<file path="config.mk">
export PLATFORM = sky130hd
export DESIGN_NAME = router_pkt_tx_flat
export DESIGN_NICKNAME = d
export VERILOG_FILES = /design/src/rtl/router_pkg.sv /design/src/rtl/router_pkt_tx_if.sv /design/src/rtl/router_tx_buf.sv /design/src/rtl/router_pkt_tx.sv /design/src/flat_wrapper.sv
export SDC_FILE = /design/constraint.sdc
export NUM_CORES = 1
export LEC_CHECK = 0
export ABC_AREA = 1
export BUFFER_PORTS_ARGS = -buffer_cell sky130_fd_sc_hd__buf_2
export CAP_MARGIN = 20
export CORE_UTILIZATION = 63
export DETAILED_ROUTE_END_ITERATION = 16
export HOLD_SLACK_MARGIN = 0.12
export PLACE_DENSITY_LB_ADDON = 0.12
export SETUP_SLACK_MARGIN = 0.05
export SKIP_CTS_REPAIR_TIMING = 1
export SLEW_MARGIN = 20
export SYNTH_ARGS = -nofsm -noshare
export SYNTH_HDL_FRONTEND = slang
export SYNTH_SLANG_ARGS = --single-unit
</file>
<file path="constraint.sdc">
create_clock -name clk -period 2.7 [get_ports clk]
set_input_delay 0.27 -clock clk [delete_from_list [all_inputs] [get_ports clk]]
set_output_delay 0.27 -clock clk [all_outputs]
set_load 0.01 [all_outputs]
</file>
<file path="src/rtl/router_pkg.sv">
// Shared types and constants for the router packet transmitter: FSM states,
// header field widths and request legality constants.
package router_pkg;

    localparam int LEN_W   = 6;
    localparam int ADDR_W  = 2;
    localparam int MAX_LEN = 63;

    localparam logic [ADDR_W-1:0] ILLEGAL_ADDR = 2'b11;

    typedef enum logic [2:0] {
        ST_IDLE,
        ST_LOAD,
        ST_HEADER,
        ST_PAYLOAD,
        ST_PARITY,
        ST_DONE
    } state_t;

    // Header byte layout: length in the upper six bits, port in the lower two.
    function automatic logic [7:0] make_header(input logic [LEN_W-1:0] len,
                                               input logic [ADDR_W-1:0] addr);
        return {len, addr};
    endfunction

endpackage

</file>
<file path="src/rtl/router_pkt_tx_if.sv">
// Request, payload-source and router-side signals of router_pkt_tx.
// corrupt_parity exists only when ROUTER_TX_PARITY_INJ_EN is defined.
interface router_pkt_tx_if;
    import router_pkg::*;

    logic              start;
    logic [ADDR_W-1:0] addr;
    logic [LEN_W-1:0]  len;
    logic [7:0]        pl_data;
    logic              pl_valid;
    logic              pl_ready;
    logic              busy;
    logic [7:0]        data_out;
    logic              pkt_valid;
    logic              tx_active;
    logic              done;
    logic              err;
`ifdef ROUTER_TX_PARITY_INJ_EN
    logic              corrupt_parity;

    modport slave (
        input  start, addr, len, pl_data, pl_valid, busy, corrupt_parity,
        output pl_ready, data_out, pkt_valid, tx_active, done, err
    );

    modport master (
        output start, addr, len, pl_data, pl_valid, busy, corrupt_parity,
        input  pl_ready, data_out, pkt_valid, tx_active, done, err
    );
`else
    modport slave (
        input  start, addr, len, pl_data, pl_valid, busy,
        output pl_ready, data_out, pkt_valid, tx_active, done, err
    );

    modport master (
        output start, addr, len, pl_data, pl_valid, busy,
        input  pl_ready, data_out, pkt_valid, tx_active, done, err
    );
`endif

endinterface

</file>
<file path="src/rtl/router_tx_buf.sv">
// Payload byte buffer: synchronous write, combinational read, no reset
// (contents are always written before they are read).
module router_tx_buf #(
    parameter int DEPTH = 64,
    parameter int AW    = $clog2(DEPTH)
) (
    input  logic          clk,
    input  logic          wr_en,
    input  logic [AW-1:0] wr_addr,
    input  logic [7:0]    wr_data,
    input  logic [AW-1:0] rd_addr,
    output logic [7:0]    rd_data
);

    logic [7:0] mem [DEPTH];

    always_ff @(posedge clk) begin
        if (wr_en) begin
            mem[wr_addr] <= wr_data;
        end
    end

    assign rd_data = mem[rd_addr];

endmodule

</file>
<file path="src/rtl/router_pkt_tx.sv">
// Packet transmitter: buffers a payload, then sends header, payload and an
// XOR parity byte to the router. ROUTER_TX_PARITY_INJ_EN adds parity corruption.
module router_pkt_tx
    import router_pkg::*;
#(
    parameter int BUF_DEPTH = 64
) (
    input  logic            clk,
    input  logic            rst,
    router_pkt_tx_if.slave  bus
);

    localparam int AW = $clog2(BUF_DEPTH);

    state_t            state_reg,     state_next;
    logic [ADDR_W-1:0] addr_reg,      addr_next;
    logic [LEN_W-1:0]  len_reg,       len_next;
    logic [LEN_W-1:0]  wr_cnt_reg,    wr_cnt_next;
    logic [LEN_W-1:0]  rd_ptr_reg,    rd_ptr_next;
    logic [7:0]        parity_reg,    parity_next;
    logic [7:0]        data_out_reg,  data_out_next;
    logic              pkt_valid_reg, pkt_valid_next;
    logic              err_reg,       err_next;
    logic              inj_reg,       inj_next;

    logic              inj_in;
    logic              legal_req;
    logic              wr_en;
    logic [7:0]        rd_data;

`ifdef ROUTER_TX_PARITY_INJ_EN
    assign inj_in = bus.corrupt_parity;
`else
    assign inj_in = 1'b0;
`endif

    assign legal_req = (bus.addr != ILLEGAL_ADDR) && (bus.len != '0);

    router_tx_buf #(
        .DEPTH (BUF_DEPTH),
        .AW    (AW)
    ) u_buf (
        .clk     (clk),
        .wr_en   (wr_en),
        .wr_addr (AW'(wr_cnt_reg)),
        .wr_data (bus.pl_data),
        .rd_addr (AW'(rd_ptr_reg)),
        .rd_data (rd_data)
    );

    always_ff @(posedge clk) begin
        if (rst) begin
            state_reg     <= ST_IDLE;
            addr_reg      <= '0;
            len_reg       <= '0;
            wr_cnt_reg    <= '0;
            rd_ptr_reg    <= '0;
            parity_reg    <= '0;
            data_out_reg  <= '0;
            pkt_valid_reg <= 1'b0;
            err_reg       <= 1'b0;
            inj_reg       <= 1'b0;
        end else begin
            state_reg     <= state_next;
            addr_reg      <= addr_next;
            len_reg       <= len_next;
            wr_cnt_reg    <= wr_cnt_next;
            rd_ptr_reg    <= rd_ptr_next;
            parity_reg    <= parity_next;
            data_out_reg  <= data_out_next;
            pkt_valid_reg <= pkt_valid_next;
            err_reg       <= err_next;
            inj_reg       <= inj_next;
        end
    end

    always_comb begin
        state_next     = state_reg;
        addr_next      = addr_reg;
        len_next       = len_reg;
        wr_cnt_next    = wr_cnt_reg;
        rd_ptr_next    = rd_ptr_reg;
        parity_next    = parity_reg;
        data_out_next  = data_out_reg;
        pkt_valid_next = pkt_valid_reg;
        err_next       = 1'b0;
        inj_next       = inj_reg;
        wr_en          = 1'b0;

        case (state_reg)
            ST_IDLE: begin
                data_out_next  = '0;
                pkt_valid_next = 1'b0;
                if (bus.start) begin
                    if (legal_req) begin
                        addr_next   = bus.addr;
                        len_next    = bus.len;
                        wr_cnt_next = '0;
                        rd_ptr_next = '0;
                        parity_next = '0;
                        inj_next    = inj_in;
                        state_next  = ST_LOAD;
                    end else begin
                        err_next = 1'b1;
                    end
                end
            end

            ST_LOAD: begin
                if (bus.pl_valid) begin
                    wr_en       = 1'b1;
                    wr_cnt_next = LEN_W'(wr_cnt_reg + 1'b1);
                    // Header goes out the cycle right after the last payload byte lands.
                    if (LEN_W'(wr_cnt_reg + 1'b1) == len_reg) begin
                        data_out_next  = make_header(len_reg, addr_reg);
                        pkt_valid_next = 1'b1;
                        state_next     = ST_HEADER;
                    end
                end
            end

            ST_HEADER: begin
                if (!bus.busy) begin
                    parity_next   = parity_reg ^ data_out_reg;
                    data_out_next = rd_data;
                    rd_ptr_next   = LEN_W'(rd_ptr_reg + 1'b1);
                    state_next    = ST_PAYLOAD;
                end
            end

            ST_PAYLOAD: begin
                if (!bus.busy) begin
                    parity_next = parity_reg ^ data_out_reg;
                    // rd_ptr counts bytes already presented; equal to len means the last one just left.
                    if (rd_ptr_reg == len_reg) begin
                        data_out_next  = parity_next ^ {7'b0, inj_reg};
                        pkt_valid_next = 1'b0;
                        state_next     = ST_PARITY;
                    end else begin
                        data_out_next = rd_data;
                        rd_ptr_next   = LEN_W'(rd_ptr_reg + 1'b1);
                    end
                end
            end

            ST_PARITY: begin
                if (!bus.busy) begin
                    data_out_next  = '0;
                    pkt_valid_next = 1'b0;
                    state_next     = ST_DONE;
                end
            end

            ST_DONE: begin
                state_next = ST_IDLE;
            end

            default: begin
                state_next = ST_IDLE;
            end
        endcase
    end

    assign bus.data_out  = data_out_reg;
    assign bus.pkt_valid = pkt_valid_reg;
    assign bus.err       = err_reg;
    assign bus.pl_ready  = (state_reg == ST_LOAD);
    assign bus.done      = (state_reg == ST_DONE);
    assign bus.tx_active = (state_reg == ST_LOAD)    || (state_reg == ST_HEADER) ||
                           (state_reg == ST_PAYLOAD) || (state_reg == ST_PARITY);

endmodule
</file>
<file path="src/flat_wrapper.sv">
// flat-port wrapper written by rule: the top's interface ports become plain ports
module router_pkt_tx_flat import router_pkg::*;
#(
    parameter int BUF_DEPTH = 64
)
  (clk, rst, bus_start, bus_addr, bus_len, bus_pl_data, bus_pl_valid, bus_busy, bus_pl_ready, bus_data_out, bus_pkt_valid, bus_tx_active, bus_done, bus_err);
  router_pkt_tx_if bus_i ();
  input  logic clk;
  input  logic rst;
  input wire logic [$bits(bus_i.start)-1:0] bus_start;
  input wire logic [$bits(bus_i.addr)-1:0] bus_addr;
  input wire logic [$bits(bus_i.len)-1:0] bus_len;
  input wire logic [$bits(bus_i.pl_data)-1:0] bus_pl_data;
  input wire logic [$bits(bus_i.pl_valid)-1:0] bus_pl_valid;
  input wire logic [$bits(bus_i.busy)-1:0] bus_busy;
  output wire logic [$bits(bus_i.pl_ready)-1:0] bus_pl_ready;
  output wire logic [$bits(bus_i.data_out)-1:0] bus_data_out;
  output wire logic [$bits(bus_i.pkt_valid)-1:0] bus_pkt_valid;
  output wire logic [$bits(bus_i.tx_active)-1:0] bus_tx_active;
  output wire logic [$bits(bus_i.done)-1:0] bus_done;
  output wire logic [$bits(bus_i.err)-1:0] bus_err;
  assign bus_i.start = bus_start;
  assign bus_i.addr = bus_addr;
  assign bus_i.len = bus_len;
  assign bus_i.pl_data = bus_pl_data;
  assign bus_i.pl_valid = bus_pl_valid;
  assign bus_i.busy = bus_busy;
  assign bus_pl_ready = bus_i.pl_ready;
  assign bus_data_out = bus_i.data_out;
  assign bus_pkt_valid = bus_i.pkt_valid;
  assign bus_tx_active = bus_i.tx_active;
  assign bus_done = bus_i.done;
  assign bus_err = bus_i.err;
  router_pkt_tx #(.BUF_DEPTH(BUF_DEPTH)) u_core (.clk(clk), .rst(rst), .bus(bus_i));
endmodule
</file>
==> results of run 1 <==
[layout make-up]
| class | count | share of cell area, % |
|---|---|---|
| sequential | 559 | 60.6 |
| multi-input combinational | 1445 | 23.3 |
| tap | 504 | 2.34 |
| timing repair buffer | 156 | 4.92 |
| inverter | 180 | 2.54 |
| clock inverter | 35 | 1.07 |
| clock buffer | 62 | 5.21 |
[power groups by stage]
stage	clock network (mW)	logic [mW]	registers (mW)
after detailed placement	0	5.41	9.96
final	7.25	5.55	9.78
after global routing	7.61	6.11	9.79
after floorplan	0	3.68	9.89
after global placement	0	5.32	9.95
after CTS	7.31	5.45	9.77
[cell usage after synthesis, types with 2 or more instances]
cell type	n	share of area, %
nand2_2	4	0.11
buf_1	17	0.27
o21ai_0	58	1.2
dfxtp_1	47	3.9
xor2_1	5	0.18
nor2_1	170	2.7
o21ai_1	5	0.11
inv_1	173	2.7
a211oi_1	4	0.13
nand2_1	751	12
nor3_1	6	0.13
a21oi_1	17	0.36
xnor2_1	9	0.33
nand3_2	2	0.084
o211ai_1	7	0.22
nand4_1	5	0.13
nand3_1	378	7.9
ha_1	2	0.11
buf_4	8	0.25
buf_2	65	1.4
edfxtp_1	512	65
o22ai_1	5	0.13
inv_2	7	0.11
nor2_4	2	0.095
a21oi_2	8	0.29
clkbuf_1	28	0.44
[worst min-delay path, cell delays in order]
cell	delay, ns
buf_2	0.11
o21ai_2	0.08
nand2_2	0.11
a211oi_1	0.10
[worst paths after layout]
check / from / endpoint / cells past startpoint / slack, ns
worst max-delay path: flop / u_core.bus.data_out[4]$_SDFFE_PP0P_ / 14 / 0.31
worst min-delay path: bus_busy / flop / 4 / 0.12
worst max register to register: flop / u_core.bus.data_out[4]$_SDFFE_PP0P_ / 14 / 0.31
worst min register to register: u_core.bus.pkt_valid$_SDFFE_PP0P_ / u_core.bus.pkt_valid$_SDFFE_PP0P_ / 2 / 0.47
[cells by family after synthesis]
family                     share of synthesized area (%)
buffers and inverters                               5.16
AOI/OAI and AO/OA                                   2.52
and+or+nand+nor                                     23.2
DFF                                                 68.5
adders and majority gates                          0.105
xor gates and xnor gates                           0.515
[metrics by stage]
stage / setup slack [ns] / area (um^2) / power (mW) / std cells / utilization, %
after floorplan: 0.594 / 23800 / 13.6 / 2302 / -
after global placement: 0.441 / 25100 / 15.3 / 2835 / 68.2
after detailed placement: 0.369 / 25100 / 15.4 / 2835 / 68.2
after CTS: 0.344 / 26800 / 22.5 / 2932 / 72.8
after global routing: 0.139 / 26900 / 23.5 / 2941 / 73.0
final: 0.314 / 26900 / 22.6 / 2941 / 73.0
[routing by layer]
metal | up-vias | wire (um) | part of all wire, %
li1 | 7907 | - | -
met1 | 7985 | 24500 | 41
met2 | 819 | 27300 | 46
met3 | 138 | 5710 | 9.6
met4 | 0 | 1940 | 3.3
met5 | - | 0 | 0
[cells in the final DEF, fill, tap and decap left out, types with 2 or more instances in the layout]
cell,instances
edfxtp_1,512
nand4_1,5
bufinv_16,4
buf_4,97
inv_6,3
a21oi_2,8
a211oi_1,4
a21oi_1,17
xnor2_1,9
buf_12,17
nand2_1,751
nor3_1,6
buf_2,33
clkinvlp_4,3
clkinv_2,7
inv_2,6
dlygate4sd3_1,9
nand3_2,2
o21ai_0,58
nor2_4,2
o211ai_1,7
o21ai_1,5
xor2_1,5
clkinv_1,16
inv_1,172
nand3_1,378
nand2_2,4
dfxtp_4,2
nor2_1,170
o22ai_1,5
ha_1,2
dfxtp_1,44
clkbuf_1,7
clkbuf_16,55
==> flow_summary_export.csv, run 1 <==
group,metric,value,unit
status,status,"finished, final reports clean",
timing,max_freq,419,MHz
synth,ys.flop_type,"edfxtp_1",
timing,period_needed,2.39,ns
route,wl_per_cell,20.2,um
synth,synth_seq_cells,559,
worst_setup_path,path_class,"flop to flop",
synth,synthesis.area,23800,um^2
timing,fin_hold_ws,0.117,ns
floorplanning,num_rows,70,
floorplanning,fp.coreArea,36900,um^2
pwr,seqPwrFrac,43.3,%
pwr,power_density,838,nW/um^2
floorplanning,dieArea,38600,um^2
layout,multi_input_area,6280,um^2
pwr,internal_power,15.4,mW
floorplanning,top_level_ports,34,
worst_setup_path,path_buf_inv,2,
layout,seq_area,16300,um^2
cts,clk_pin_slew,0.06,ns
cts,clock-root-buffer,"clkbuf_16",
layout,drive_above_1_share,10.4,%
route,drtAntennaViolNets,0,
worst_setup_path,cp_slowest_cell,"dfxtp_4",
route,firstDrtPassIters,5,
placed_design,hpwlAfterDp,35.8,mm
worst_setup_path,crit_required,3.23,ns
global_routing,gr-usage-met2,49.9,%
placed_design,place_congestion,0.924,
layout,n_fill_cell,2594,
timing,worst_pin_slew,0.915,ns
global_routing,grt_use_met3,5.68,%
cts,h-tree-depth,2,
synth,ys_types,33,
synth,syn_avg_cell_area,10.3,um^2
global_routing,grt_pass1_wl,91.6,mm
timing,rsz0062_at_grt,"no",
timing,period_share,88.4,%
cts,cts_buffers,55,
timing,finClkSkew,0.0150,ns
worst_setup_path,crit_chain,"inv_6, buf_12, nand2_1, nand2_1, nand2_1, nand3_1, nand3_1, nand3_1, nand3_1, nand2_1, nand2_1, nand2_1, nand2_1, a21oi_2",
route,vias_per_cell,5.73,
pwr,p_leak,10.5,nW
worst_setup_path,cp-end-kind,"flop",
cts,cts.path.max_buffers,3,
worst_setup_path,crit_fanout,38,
min_path,min_path_type,"input port to flop",
timing,hold_violations,0,
route,drc_errors,0,
global_routing,antenna_found_initial,0,
synth,yosys_warnings,0,
worst_setup_path,cpPeakStageDelay,0.41,ns
floorplanning,die_y,196,um
global_routing,grt_pass1_vias,16258,
worst_setup_path,critical-path-top-delay-family,"simple AND/OR/NAND/NOR gates",
route,drt-total-wl,59.4,mm
timing,tns,0,ns
placed_design,io_buffers,33,
timing,slew_headroom,39.0,%
cts,cts_sinks,559,
pwr,swShare,31.8,%
global_routing,grt_max_degree,100,
pwr,p_sw,7.17,mW
route,drt_iter0_markers,1866,
cts,clk_latency,0.61,ns
timing,final-setup-viol-count,0,
floorplanning,start_util,64.6,%
synth,ys_seq_area_share,68.5,%
cts,cts_tree,"built",
global_routing,grt_remaining_overflow,0,
layout,diodes,0,
route,vias,16849,
global_routing,busiest_layer,"met2",
run,maxCapViolations,0,
layout,syn2layout_area_growth,13.0,%
worst_setup_path,cp-start-kind,"flop",
worst_setup_path,timing.critical_path.mode_cell,"nand2_1",
synth,synth-async-reset-ratio,0,%
global_routing,grt_usage,31.7,%
synth,postSynthCellCount,2302,
global_routing,grtUsageMet1,44.9,%
pwr,ir_worst_vdd,0.709,mV
pwr,p_comb_share,24.6,%
synth,synth_edf_count,512,
worst_setup_path,critical_path_arrival,2.92,ns
floorplanning,die_x,196,um
synth,synth_nets,2325,
layout,largest_register_ffs,512,
pwr,clkPwrFrac,32.1,%
timing,drv_slew,0,
layout,fin_nets,2420,
No activity file was read; power rests on OpenSTA's default activity.
==> inputs of run 2 (changes only) <==
--- a/config.mk
+++ b/config.mk
@@ -5,10 +5,9 @@
 export SDC_FILE = /design/constraint.sdc
 export NUM_CORES = 1
 export LEC_CHECK = 0
-export ABC_AREA = 1
 export BUFFER_PORTS_ARGS = -buffer_cell sky130_fd_sc_hd__buf_2
 export CAP_MARGIN = 20
-export CORE_UTILIZATION = 63
+export CORE_UTILIZATION = 62
 export DETAILED_ROUTE_END_ITERATION = 16
 export HOLD_SLACK_MARGIN = 0.12
 export PLACE_DENSITY_LB_ADDON = 0.12
==> flow_summary_export.csv, run 2 <==
group,metric,value,unit
floorplanning,start_util,63.1,%
synth,synth_seq_cells,559,
synth,yosysTopAreaCell,"edfxtp_1",
worst_setup_path,path_class,"flop to flop",
worst_setup_path,crit_required,3.19,ns
layout,n_fill_cell,2133,
placed_design,hpwlAfterDp,32.2,mm
cts,cts.path.max_buffers,3,
cts,clk_latency,0.60,ns
route,vias_per_cell,6.50,
floorplanning,die_x,192,um
synth,synth-async-reset-ratio,0,%
pwr,seqPwrFrac,50.9,%
route,wl_per_cell,27.0,um
timing,max_freq,384,MHz
synth,synth_edf_count,512,
timing,period_needed,2.61,ns
global_routing,grt_pass1_vias,12149,
synth,ys_top_cells_by_count,"512 x edfxtp_1, 102 x nor2_1, 92 x mux4_2",
synth,yosys_warnings,0,
synth,postSynthCellCount,1228,
min_path,min_path_type,"input port to flop",
pwr,clkPwrFrac,42.4,%
global_routing,grt_pass1_wl,75.2,mm
pwr,swShare,21.1,%
worst_setup_path,cp-start-kind,"flop",
floorplanning,dieArea,36900,um^2
global_routing,grt_max_degree,65,
min_path,holdPathStages,1,
synth,yosysMostFrequentCell,"edfxtp_1",
synth,ys_seq_area_share,72.8,%
synth,ys.flop_type,"edfxtp_1",
worst_setup_path,critical_path_arrival,3.09,ns
placed_design,io_buffers,33,
layout,stdcell_area,26000,um^2
synth,synth_nets,1251,
route,vias,12381,
worst_setup_path,r2r_slack,0.09,ns
route,drt_iter0_markers,1183,
placed_design,place_inst,1782,
timing,final-setup-viol-count,0,
placed_design,place_congestion,0.908,
layout,fin_cells,1905,
run,maxCapViolations,0,
cts,cts_sinks,559,
layout,post-route-util,73.2,%
worst_setup_path,timing.rr.end,"u_core.bus.data_out[0]$_SDFFE_PP0P_",
route,drc_errors,0,
route,firstDrtPassIters,5,
worst_setup_path,cp-end-kind,"flop",
timing,period_share,96.5,%
synth,ys_types,68,
floorplanning,fp.coreArea,35600,um^2
layout,fin_nets,1420,
timing,slew_headroom,44.3,%
layout,final_common_cell,"edfxtp_1",
pwr,p_comb_share,6.7,%
timing,layout_setup_ws,0.0943,ns
timing,worst_pin_slew,0.836,ns
pwr,internal_power,14.8,mW
global_routing,grt_usage,28.6,%
cts,cts_buffers,54,
pwr,ir_worst_vdd,0.614,mV
min_path,holdPathEnd,"u_core.u_buf.mem[49][7]$_DFFE_PP_",
worst_setup_path,crit_fanout,6,
placed_design,dp_slack,0.135,ns
pwr,p_sw,3.95,mW
cts,h-tree-depth,2,
floorplanning,num_rows,69,
synth,synthesis.area,22400,um^2
worst_setup_path,r2r_cells,7,
timing,tns,0,ns
timing,finClkSkew,0.0182,ns
timing,hold_violations,0,
pwr,total_power,18.8,mW
worst_setup_path,cp_slowest_cell,"mux4_1",
min_path,min_from,"bus_pl_data[7]",
floorplanning,top_level_ports,34,
status,status,"finished, final reports clean",
timing,fin_hold_ws,0.131,ns
floorplanning,die_y,192,um
pwr,p_leak,8.40,nW
worst_setup_path,crit_chain,"buf_4, mux4_1, mux4_2, nand2_1, o311ai_1, and3_1, a221o_1",
placed_design,place_area,23900,um^2
route,drtAntennaViolNets,0,
worst_setup_path,cpPeakStageDelay,0.55,ns
layout,largest_register_ffs,512,
cts,clock-root-buffer,"clkbuf_16",
global_routing,antenna_found_initial,1,
cts,cts_tree,"built",
global_routing,grt_remaining_overflow,0,
timing,drv_slew,0,
route,drt-total-wl,51.4,mm
timing,rsz0062_at_grt,"no",
cts,clk_pin_slew,0.07,ns
synth,netlist.area_leader.share,68.6,%
synth,syn_avg_cell_area,18.3,um^2
pwr,power_density,720,nW/um^2
synth,synth_area_leaders,"edfxtp_1 69%, mux4_2 9.2%, dfxtp_1 4.2%",
layout,syn2layout_area_growth,16.1,%
layout,final_cell_mix,"512 x edfxtp_1, 127 x buf_4, 102 x nor2_1",
layout,drive_above_1_share,25.3,%
==> run 2: how the worst max path moves through the flow <==
stage                                            from                             endpoint  slack, ns  depth (start not counted)
finish                                           flop  u_core.bus.data_out[0]$_SDFFE_PP0P_       0.09                          7
global route        u_core.wr_cnt_reg[0]$_SDFFE_PP0P_  u_core.bus.data_out[4]$_SDFFE_PP0P_       0.07                          7
CTS                                              flop  u_core.bus.data_out[0]$_SDFFE_PP0P_       0.07                          8
detailed placement                               flop  u_core.bus.data_out[0]$_SDFFE_PP0P_       0.14                          7
global placement                                 flop  u_core.bus.data_out[0]$_SDFFE_PP0P_       0.17                          7
floorplan            u_core.state_reg[2]$_SDFFE_PP0P_    u_core.u_buf.mem[27][0]$_DFFE_PP_       0.12                          8
==> run 2: critical path, delay by kind of cell, from the launching register on <==
kind,cells,cell delay (ns)
AO/OA/AOI/OAI,2,0.54
buffers and inverters,1,0.20
flip-flops,1,0.43
multiplexers,2,1.02
AND/OR/NAND/NOR,2,0.30
==> run 2: cell families (layout without fill, tap and decap cells) <==
| group | Yosys count | in the layout | share of synthesized area (%) |
|---|---|---|---|
| AOI/OAI and AO/OA | 149 | 149 | 4.58 |
| adders and majority gates | 2 | 2 | 0.112 |
| and+or+nand+nor | 221 | 221 | 4.80 |
| muxes | 197 | 197 | 15.0 |
| DFF | 559 | 559 | 72.8 |
| other | 0 | 1 | 0 |
| buffers and inverters | 74 | 289 | 1.77 |
| xor gates and xnor gates | 26 | 26 | 1.02 |
==> run 2: power groups by stage <==
stage	registers [mW]	logic, mW	clock network [mW]
2_1_floorplan	9.71	0.729	0
3_3_place_gp	9.73	1.20	0
3_5_place_dp	9.73	1.22	0
4_1_cts	9.54	1.23	8.06
5_1_grt	9.55	1.34	8.37
6_report	9.54	1.25	7.96
==> run 2: layer usage <==
layer | vias to the layer above | wire length, um | GRT usage (%)
met5 | - | 0 | 0
met4 | 0 | 1810 | 11.7
met3 | 113 | 4110 | 4.82
met2 | 629 | 24600 | 44.3
met1 | 6312 | 20900 | 40.9
li1 | 5327 | - | -
==> run 2: final cells by class <==
type / instances / area (um^2) / share of cell area (%)
sequential: 559 / 16300 / 62.7
multi-input combinational: 595 / 5730 / 22.0
timing repair buffer: 182 / 1500 / 5.75
clock buffer: 66 / 1480 / 5.68
tap: 461 / 577 / 2.21
clock inverter: 36 / 415 / 1.59
inverter: 5 / 18.8 / 0.0721
antenna: 1 / 2.50 / 0.00961
==> inputs of run 3 (changes only) <==
--- a/config.mk
+++ b/config.mk
@@ -7,7 +7,7 @@
 export LEC_CHECK = 0
 export BUFFER_PORTS_ARGS = -buffer_cell sky130_fd_sc_hd__buf_2
 export CAP_MARGIN = 20
-export CORE_UTILIZATION = 62
+export CORE_UTILIZATION = 50
 export DETAILED_ROUTE_END_ITERATION = 16
 export HOLD_SLACK_MARGIN = 0.12
 export PLACE_DENSITY_LB_ADDON = 0.12
@@ -16,4 +16,5 @@
 export SLEW_MARGIN = 20
 export SYNTH_ARGS = -nofsm -noshare
 export SYNTH_HDL_FRONTEND = slang
+export SYNTH_HIERARCHICAL = 1
 export SYNTH_SLANG_ARGS = --single-unit
==> flow_summary_export.csv, run 3 <==
group,metric,value,unit
status,status,"finished, violations left",
synth,ys_top_cells_by_count,"512 x edfxtp_1, 126 x mux4_2, 123 x nor2_1",
route,vias,12586,
synth,synth-async-reset-ratio,0,%
worst_setup_path,cpPeakStageDelay,0.53,ns
synth,synth_edf_count,512,
global_routing,grt_pass1_vias,12194,
floorplanning,start_util,50.7,%
timing,worst_pin_slew,0.854,ns
synth,synth_seq_cells,553,
synth,synth_area_leaders,"edfxtp_1 69%, mux4_2 13%, dfxtp_1 3.7%",
route,firstDrtPassIters,5,
worst_setup_path,cp_slowest_cell,"mux4_2",
cts,cts.path.max_buffers,3,
route,wl_per_cell,25.6,um
timing,rsz0062_at_grt,"yes",
synth,ys.flop_type,"edfxtp_1",
timing,final-setup-viol-count,6,
min_path,min_path_type,"input port to flop",
timing,max_freq,355,MHz
status,failed_checks,"setup timing",
pwr,ir_worst_vdd,0.864,mV
floorplanning,top_level_ports,34,
cts,clk_latency,0.61,ns
timing,fin_hold_ws,0.160,ns
layout,drive_above_1_share,34.7,%
synth,postSynthCellCount,1243,
worst_setup_path,r2r-start,"u_core/rd_ptr_reg[0]$_SDFFE_PP0P_",
pwr,internal_power,15.6,mW
min_path,holdPathEnd,"u_core/len_reg[3]$_SDFFE_PP0P_",
worst_setup_path,critical-path-top-delay-family,"multiplexers",
floorplanning,die_y,214,um
global_routing,grt_remaining_overflow,0,
worst_setup_path,crit_fanout,7,
synth,ys_types,60,
placed_design,hpwlAfterDp,35.2,mm
worst_setup_path,setup.worst_path.start,"u_core/rd_ptr_reg[0]$_SDFFE_PP0P_",
run,maxCapViolations,0,
worst_setup_path,cp-start-kind,"flop",
layout,post-route-util,62.0,%
synth,netlist.area_leader.share,68.5,%
layout,largest_register_ffs,512,
cts,cts_buffers,56,
timing,period_needed,2.82,ns
placed_design,dp_slack,-0.226,ns
layout,fin_nets,1526,
synth,synth_nets,1266,
timing,tns,-0.342,ns
route,drtAntennaViolNets,0,
pwr,seqPwrFrac,47.3,%
global_routing,antenna_found_initial,0,
timing,finClkSkew,0.0209,ns
worst_setup_path,crit_required,3.17,ns
timing,drv_slew,0,
route,drt_iter0_markers,1132,
route,drt-total-wl,54.7,mm
min_path,min_from,"rst",
cts,cts_sinks,553,
synth,yosysTopAreaCell,"edfxtp_1",
timing,slew_headroom,43.1,%
worst_setup_path,path_class,"flop to flop",
cts,cts_tree,"built",
min_path,holdPathStages,2,
layout,diodes,0,
timing,hold_violations,0,
global_routing,grt_pass1_wl,79.9,mm
pwr,swShare,23.2,%
floorplanning,num_rows,77,
placed_design,io_buffers,33,
cts,clk_pin_slew,0.06,ns
layout,n_fill_cell,3214,
timing,layout_setup_ws,-0.118,ns
layout,final_cell_mix,"512 x edfxtp_1, 198 x buf_4, 126 x mux4_2",
route,vias_per_cell,5.88,
pwr,clkPwrFrac,40.7,%
layout,final_common_cell,"edfxtp_1",
pwr,p_leak,8.85,nW
layout,syn2layout_area_growth,22.2,%
pwr,p_sw,4.72,mW
global_routing,grt_max_degree,65,
cts,clock-root-buffer,"clkbuf_16",
cts,h-tree-depth,2,
global_routing,grt_usage,24.4,%
timing,period_share,104,%
worst_setup_path,r2r_cells,11,
worst_setup_path,critical_path_arrival,3.29,ns
worst_setup_path,path_buf_inv,3,
worst_setup_path,timing.rr.end,"u_core/bus.data_out[5]$_SDFFE_PP0P_",
worst_setup_path,r2r_slack,-0.12,ns
pwr,total_power,20.3,mW
synth,yosysMostFrequentCell,"edfxtp_1",
pwr,p_comb_share,12.0,%
worst_setup_path,crit_chain,"buf_12, buf_12, buf_6, mux4_2, mux4_2, o21ai_4, o41ai_4, a21oi_2, a21oi_2, a221oi_2, nor3_1",
synth,syn_avg_cell_area,18.0,um^2
floorplanning,dieArea,45700,um^2
placed_design,place_congestion,0.841,
worst_setup_path,cp-end-kind,"flop",
synth,ys_seq_area_share,72.2,%
synth,synthesis.area,22400,um^2
pwr,power_density,741,nW/um^2
route,drc_errors,0,
synth,yosys_warnings,6,
floorplanning,fp.coreArea,44200,um^2
floorplanning,die_x,214,um
## run 3: cell types whose count changed in the layout (fill, tap and decap cells not counted), sizes merged, moves of 14 or more
cell / before / now
xnor2: 7 / 21
nor3: 3 / 24
mux4: 106 / 126
mux2i: 85 / 32
buf: 173 / 258
nor2: 103 / 123
xor2: 19 / 4
## run 3: kinds of logic (layout without fill, tap and decap cells)
| family | count (synthesis) | count (layout) | share of synthesized area (%) |
|---|---|---|---|
| xor gates and xnor gates | 25 | 25 | 0.976 |
| buffers and inverters | 73 | 380 | 1.79 |
| AOI/OAI and AO/OA | 145 | 145 | 4.39 |
| DFF | 553 | 553 | 72.2 |
| muxes | 171 | 171 | 14.7 |
| and+or+nand+nor | 274 | 274 | 5.81 |
| adders and majority gates | 2 | 2 | 0.112 |
## run 3: how the worst max path moves through the flow
stage | cells past startpoint | end | slack (ns)
global route | 11 | u_core/bus.data_out[5]$_SDFFE_PP0P_ | -0.22
finish | 11 | u_core/bus.data_out[5]$_SDFFE_PP0P_ | -0.12
detailed placement | 11 | u_core/bus.data_out[5]$_SDFFE_PP0P_ | -0.23
CTS | 11 | u_core/bus.data_out[5]$_SDFFE_PP0P_ | -0.23
floorplan | 10 | u_core/bus.data_out[5]$_SDFFE_PP0P_ | 0.10
global placement | 10 | u_core/bus.data_out[7]$_SDFFE_PP0P_ | -0.27
## run 3: layout make-up
class / count / area [um^2] / share of cell area, %
tap: 592 / 741 / 2.70
multi-input combinational: 617 / 6130 / 22.4
clock buffer: 65 / 1460 / 5.31
timing repair buffer: 270 / 2320 / 8.48
inverter: 5 / 18.8 / 0.0685
sequential: 553 / 16200 / 59.1
clock inverter: 40 / 523 / 1.91
## run 3: stage by stage
| stage | instances | instance area (um^2) |
|---|---|---|
| global placement | 1990 | 24600 |
| CTS | 2095 | 26600 |
| finish | 2142 | 27400 |
| floorplan | 1243 | 22400 |
| global route | 2142 | 27400 |
| detailed placement | 1990 | 24600 |
## run 3: power groups by stage
stage / sequential [mW] / clock, mW / combinational (mW)
2_1_floorplan: 9.77 / 0 / 1.27
3_3_place_gp: 9.79 / 0 / 2.14
3_5_place_dp: 9.79 / 0 / 2.14
4_1_cts: 9.61 / 8.40 / 2.15
5_1_grt: 9.62 / 8.71 / 2.62
6_report: 9.61 / 8.27 / 2.44
## run 3: metal layers
metal | global-route usage (%) | vias to the layer above | wire length, um
met2 | 38.6 | 400 | 26900
met5 | 0 | - | 0
li1 | - | 5572 | -
met4 | 5.49 | 0 | 719
met1 | 35.5 | 6554 | 23400
met3 | 4.35 | 60 | 3730
